<file path="config.mk">
export PLATFORM = sky130hd
export DESIGN_NAME = chngy_update_engine
export DESIGN_NICKNAME = d
export VERILOG_FILES = /design/src/rtl/chngy_update_engine.sv
export SDC_FILE = /design/constraint.sdc
export NUM_CORES = 1
export LEC_CHECK = 0
export CORE_MARGIN = 4
export CORE_UTILIZATION = 30
export DETAILED_ROUTE_END_ITERATION = 6
export HOLD_SLACK_MARGIN = 0.15
export SLEW_MARGIN = 30
export SYNTH_ARGS = -nofsm -noshare
export SYNTH_HDL_FRONTEND = slang
export SYNTH_SLANG_ARGS = --single-unit
</file>
<file path="constraint.sdc">
create_clock -name clock -period 4.65 [get_ports clock]
set_input_delay 0.6975 -clock clock [delete_from_list [all_inputs] [get_ports clock]]
set_output_delay 0.6975 -clock clock [all_outputs]
set_load 0.03 [all_outputs]
</file>
<file path="src/rtl/chngy_update_engine.sv">
// Incremental Y-matrix update engine: off-diagonal terms are applied and accumulated per row,
// and the diagonal entry closes the row with the accumulated sum. Results are queued in an output FIFO.
module chngy_update_engine #(
  parameter int CW    = 24,
  parameter int DEPTH = 4,
  parameter int SAT   = 1,
  parameter int MAXT  = 15
) (
  input  logic            clock,
  input  logic            reset,
  input  logic            in_valid,
  output logic            in_ready,
  input  logic            in_diag,
  input  logic [2*CW-1:0] in_yold,
  input  logic [2*CW-1:0] in_delta,
  output logic            out_valid,
  input  logic            out_ready,
  output logic [2*CW-1:0] out_y,
  output logic            out_diag,
  output logic            out_ovf,
  output logic            err_terms,
  output logic            busy
);

  localparam int PtrW = (DEPTH > 1) ? $clog2(DEPTH) : 1;
  localparam int CntW = $clog2(MAXT + 1);
  localparam int AccW = CW + 4;
  localparam int SumW = CW + 5;
  localparam logic signed [SumW-1:0] MaxV = {6'b000000, {(CW-1){1'b1}}};
  localparam logic signed [SumW-1:0] MinV = {6'b111111, {(CW-1){1'b0}}};

  typedef enum logic {IDLE, OPEN} rowState_t;

  rowState_t state, stateNext;
  logic signed [AccW-1:0] accRe, accIm, accReNext, accImNext;
  logic [CntW-1:0] termCount, termCountNext;
  logic errNext;

  logic s1Valid, s1Diag;
  logic signed [CW-1:0] s1YRe, s1YIm, s1DRe, s1DIm;
  logic signed [AccW-1:0] s1AccRe, s1AccIm;

  logic [2*CW+1:0] mem [DEPTH];
  logic [PtrW-1:0] wrPtr, rdPtr;
  logic [PtrW:0] fifoCount;
  logic [PtrW+1:0] occupancy;

  logic signed [CW-1:0] yRe, yIm, dRe, dIm;
  logic signed [SumW-1:0] sumRe, sumIm;
  logic [CW-1:0] resRe, resIm;
  logic resOvf, accept, push, pop;

  function automatic logic signed [SumW-1:0] extC(input logic signed [CW-1:0] v);
    return {{5{v[CW-1]}}, v};
  endfunction

  function automatic logic signed [SumW-1:0] extA(input logic signed [AccW-1:0] v);
    return {v[AccW-1], v};
  endfunction

  function automatic logic outOfRange(input logic signed [SumW-1:0] v);
    return (v > MaxV) || (v < MinV);
  endfunction

  function automatic logic [CW-1:0] fitCw(input logic signed [SumW-1:0] v);
    if (SAT != 0 && v > MaxV) return MaxV[CW-1:0];
    if (SAT != 0 && v < MinV) return MinV[CW-1:0];
    return v[CW-1:0];
  endfunction

  assign yRe = in_yold[2*CW-1:CW];
  assign yIm = in_yold[CW-1:0];
  assign dRe = in_delta[2*CW-1:CW];
  assign dIm = in_delta[CW-1:0];

  // Occupancy counts the stage-1 slot too, so a result never arrives at a full FIFO.
  assign occupancy = {1'b0, fifoCount} + {{(PtrW+1){1'b0}}, s1Valid};
  assign in_ready  = occupancy < (PtrW+2)'(DEPTH);
  assign accept    = in_valid & in_ready;
  assign push      = s1Valid;
  assign pop       = out_valid & out_ready;
  assign out_valid = fifoCount != '0;
  assign busy      = (state == OPEN) | s1Valid | (fifoCount != '0);
  assign {out_diag, out_ovf, out_y} = out_valid ? mem[rdPtr] : '0;

  // Row accumulator and term counter; a diagonal accept always returns the row to IDLE.
  always_comb begin
    stateNext     = state;
    accReNext     = accRe;
    accImNext     = accIm;
    termCountNext = termCount;
    errNext       = err_terms;
    if (accept) begin
      if (in_diag) begin
        stateNext     = IDLE;
        accReNext     = '0;
        accImNext     = '0;
        termCountNext = '0;
      end else begin
        stateNext = OPEN;
        accReNext = accRe + {{4{dRe[CW-1]}}, dRe};
        accImNext = accIm + {{4{dIm[CW-1]}}, dIm};
        if (termCount == CntW'(MAXT)) errNext = 1'b1;
        else termCountNext = termCount + CntW'(1);
      end
    end
  end

  // Stage 2 arithmetic: full precision first, then saturate or wrap to CW bits.
  always_comb begin
    if (s1Diag) begin
      sumRe = extC(s1YRe) + extA(s1AccRe) + extC(s1DRe);
      sumIm = extC(s1YIm) + extA(s1AccIm) + extC(s1DIm);
    end else begin
      sumRe = extC(s1YRe) - extC(s1DRe);
      sumIm = extC(s1YIm) - extC(s1DIm);
    end
    resRe  = fitCw(sumRe);
    resIm  = fitCw(sumIm);
    resOvf = outOfRange(sumRe) | outOfRange(sumIm);
  end

  always_ff @(posedge clock) begin
    if (reset) begin
      state     <= IDLE;
      accRe     <= '0;
      accIm     <= '0;
      termCount <= '0;
      err_terms <= 1'b0;
      s1Valid   <= 1'b0;
      s1Diag    <= 1'b0;
      s1YRe     <= '0;
      s1YIm     <= '0;
      s1DRe     <= '0;
      s1DIm     <= '0;
      s1AccRe   <= '0;
      s1AccIm   <= '0;
      wrPtr     <= '0;
      rdPtr     <= '0;
      fifoCount <= '0;
    end else begin
      state     <= stateNext;
      accRe     <= accReNext;
      accIm     <= accImNext;
      termCount <= termCountNext;
      err_terms <= errNext;
      s1Valid   <= accept;
      if (accept) begin
        s1Diag  <= in_diag;
        s1YRe   <= yRe;
        s1YIm   <= yIm;
        s1DRe   <= dRe;
        s1DIm   <= dIm;
        s1AccRe <= accRe;
        s1AccIm <= accIm;
      end
      if (push) wrPtr <= wrPtr + PtrW'(1);
      if (pop)  rdPtr <= rdPtr + PtrW'(1);
      if (push && !pop)      fifoCount <= fifoCount + (PtrW+1)'(1);
      else if (pop && !push) fifoCount <= fifoCount - (PtrW+1)'(1);
    end
  end

  // Storage needs no reset: entries are only visible through fifoCount.
  always_ff @(posedge clock) begin
    if (push && !reset) mem[wrPtr] <= {s1Diag, resOvf, resRe, resIm};
  end

endmodule

</file>
==> results.toml <==
[status]
status = "finished, final reports clean"

[placed_design]
dpl_cell_area_sq_um = 27800
globalplace.congestion = 0.831
hpwlAfterDp_um = 46700
place_ws_ns = 0.0440
placement.io_buffers = 154
dpl.cell_count = 3683

[clock_tree]
cts_tree = "done"
clock-sinks = 425
clockBufferDepth = 3
htree_levels = 2
cts_buffers = 42
hold_buffers = 0
root_buffer = "clkbuf_16"
clk_latency_ns = 0.57
path_clk_slew_ns = 0.07

[floorplanning]
ios = 155
core-area_sq_um = 82500
die_area_sq_um = 88200
die_h_um = 297
start_util_pct = 30.4
rows = 105
fp.dieW_um = 297

[sta]
period_share_pct = 93.6
min_period_ns = 4.35
hold_slack_ns = 0.454
rsz0062_at_grt = "true"
drv_slew = 0
setup_violations = 0
layout_setup_ws_ns = 0.298
maxSlewHeadroom_pct = 38.3
finalHoldViolations = 0
skew_ns = 0.0157
setup-tns-final_ns = 0
fmax_mhz = 230
tightest_slew_ns = 0.925

[synth]
synth-simple-area-share_pct = 13.9
synth_largest_type_area_fraction_pct = 24.0
synth_compound_area_share_pct = 18.1
synth_area_leaders = "edfxtp_1, dfxtp_1, ha_1, a21oi_1, nand2_1"
postSynthAreaPerCell_sq_um = 9.82
synth_xor_xnor_area_share_pct = 4.58
synth_edf_count = 200
ys.warnings.count = 0
synth_top_family_by_area = "compound AO/OA/AOI/OAI gates"
async_flop_share_pct = 0
synth_fa_ha_area_share_pct = 13.1
ys_seq_area_share_pct = 41.9
synth_top_cell_by_area = "edfxtp_1"
synth_mux_area_share_pct = 4.75
synthFlopType = "dfxtp_1"
synth_cells = 2552
syn-cell-area_sq_um = 25100
synth_seq_cells = 425
synth_nets = 2878
synth_cell_types = 92

[power]
netSwitchingFraction_pct = 37.9
power_leakage_nw = 11.2
p_per_area_nw_per_um2 = 499
ir_drop_mv = 0.226
combPwrFrac_pct = 42.6
seqPwrFrac_pct = 34.2
p_switching_mw = 5.52
clockPowerShare_pct = 23.1
intPower_mw = 9.04
finalPower_mw = 14.6

[worst_setup_path]
reg2reg_depth = 16
required_ns = 5.02
path_class = "reg -> reg"
cp_top_family = "compound AO/OA/AOI/OAI gates"
cp_max_fo = 19
startpoint_type = "register"
crit_chain = "fa_1 > ha_1 > inv_1 > fa_1 > nand2b_1 > a21oi_1 > o21ai_1 > a211oi_2 > nor4_1 > nor4_1 > and4bb_2 > a2111oi_4 > o22ai_2 > and2_1 > buf_12 > o21ai_1"
cp.arrival_ns = 4.73
slowest_stage = "fa_1"
endpoint_kind = "register"
cp_num_buf_inv = 2
cp.depth = 16
crit_path_max_incr_delay_ns = 0.55

[worst_hold_path]
worstHoldPathCells = 2
hold_class = "reg -> reg"

[drt]
drtPass1Iterations = 5
routed_wl_um = 64100
dr_total_vias = 18300
drt_iter0_drc = 1244
wl_per_cell_um = 17.0
via_per_inst = 4.88
drc_errors = 0
drtAntennaViolNets = 0

[global_route]
grt_pass1_vias = 17700
antenna_found_initial = 4
grt_overflow = 0
grt_first_pass_wirelength_um = 101000
grt_use_total_pct = 14.1
grt_max_degree = 218

[finish]
nFillCells = 8333
multi_input_area_sq_um = 13700
layout.cells.non_filler = 3762
final_layout_size_suffix_gt1_share_pct = 8.29
utilization_pct = 35.4
fin_nets = 2984
seq_area_sq_um = 10500
stdcell_area_sq_um = 29200
syn2layout_area_growth_pct = 16.4

[flow_run]
drv_cap = 0
worst register-to-register path, cell delays in order (launching register included):
cell and delay, ns:
dfxtp_1 0.37, fa_1 0.55, ha_1 0.16, inv_1 0.05, fa_1 0.37, nand2b_1 0.19, a21oi_1 0.19, o21ai_1 0.12
a211oi_2 0.34, nor4_1 0.16, nor4_1 0.25, and4bb_2 0.29, a2111oi_4 0.30, o22ai_2 0.17, and2_1 0.21, buf_12 0.16
o21ai_1 0.28
cell type report:
type	instances	area share [%]
tap	1070	4.59
clock buffer	52	3.77
timing repair buffer	181	6.38
antenna	2	0.0172
clock inverter	24	0.794
sequential	425	36.1
inverter	110	1.42
multi-input combinational	1898	47.0
Yosys cell counts, types with 5 or more instances:
master      n
nand3_1    35
xnor2_1    85
o21a_1     19
o21ai_0    88
a21o_1     66
clkbuf_1   98
edfxtp_1  200
o21bai_1   13
nand2b_1   26
nand3b_1    6
ha_1      162
o211ai_1    5
and3_1     10
nand4_1     5
mux2i_1     5
a22oi_1    38
nor3_1     22
o22ai_1     5
buf_6       6
o21ai_1     9
fa_1       63
mux4_2     50
a21oi_1   332
o21ai_2    28
a211oi_1   14
buf_1      11
a31o_2      5
or3_1      14
a31oi_1    23
xor2_1     46
nor2_1    145
dfxtp_1   225
and2_1     61
inv_1     110
nor2b_1    24
nand2_1   397
logic make-up (layout without fill, tap and decap cells):
group                      after synthesis  count (layout)
muxes                                   56              56
adders and majority gates              225             225
AOI/OAI and AO/OA                      716             716
other                                    0               2
xor gates and xnor gates               131             131
DFF                                    425             425
buffers and inverters                  229             367
and+or+nand+nor                        770             770
per-layer routing:
metal  global-route usage [%]  share of wire, %  routed length [um]  vias up
li1                         -                 -                   -     9333
met4                     3.03               1.7                1100        4
met5                        0             0.044                  28        -
met1                     21.0                51               32600     8648
met3                     2.26               4.0                2550       59
met2                     21.7                43               27800      299
placed cells by master (no fill, tap or decap), drive strengths merged, types with 35 or more instances in the layout:
cell           netlist  final
dfxtp              225    225
xor2                46     46
mux4                50     50
fa                  63     63
nand3               35     35
clkbuf              98     52
edfxtp             200    200
clkdlybuf4s50        0    153
a21oi              336    336
o21ai              125    125
nor2               145    145
ha                 162    162
a21o                66     66
inv                110    114
a22oi               38     38
xnor2               85     85
and2                61     61
nand2              397    397
registers in the layout, indices dropped and copies added, names as in the netlist, named ones only:
register / cells
wrPtr: 2
mem: 200
termCount: 4
err_terms: 1
s1Diag: 1
s1AccRe: 28
s1DRe: 24
state: 1
s1YIm: 24
s1AccIm: 28
accIm: 28
rdPtr: 2
push: 1
accRe: 28
fifoCount: 3
s1DIm: 24
s1YRe: 24
final timing paths:
kind          startpoint  slack, ns          end
max reg2reg     s1YIm[1]       0.30    mem[3][8]
min          s1AccIm[21]       0.45  s1AccIm[21]
max             s1YIm[1]       0.30    mem[3][8]
min reg2reg  s1AccIm[21]       0.45  s1AccIm[21]
power by group through the flow:
stage / clock (mW) / sequential (mW) / combinational, mW
floorplan: 0 / 4.91 / 4.39
global placement: 0 / 5.07 / 6.17
detailed placement: 0 / 5.08 / 6.21
CTS: 3.47 / 5.00 / 6.24
global route: 3.61 / 5.04 / 6.83
finish: 3.37 / 4.99 / 6.21
repair_timing:
action	in CTS	in global routing
endpoints found under the setup margin	0	172
hold endpoints to repair	0	0
gates resized for setup	0	12
setup buffers	0	0
Power figures use the tool's default switching activity.
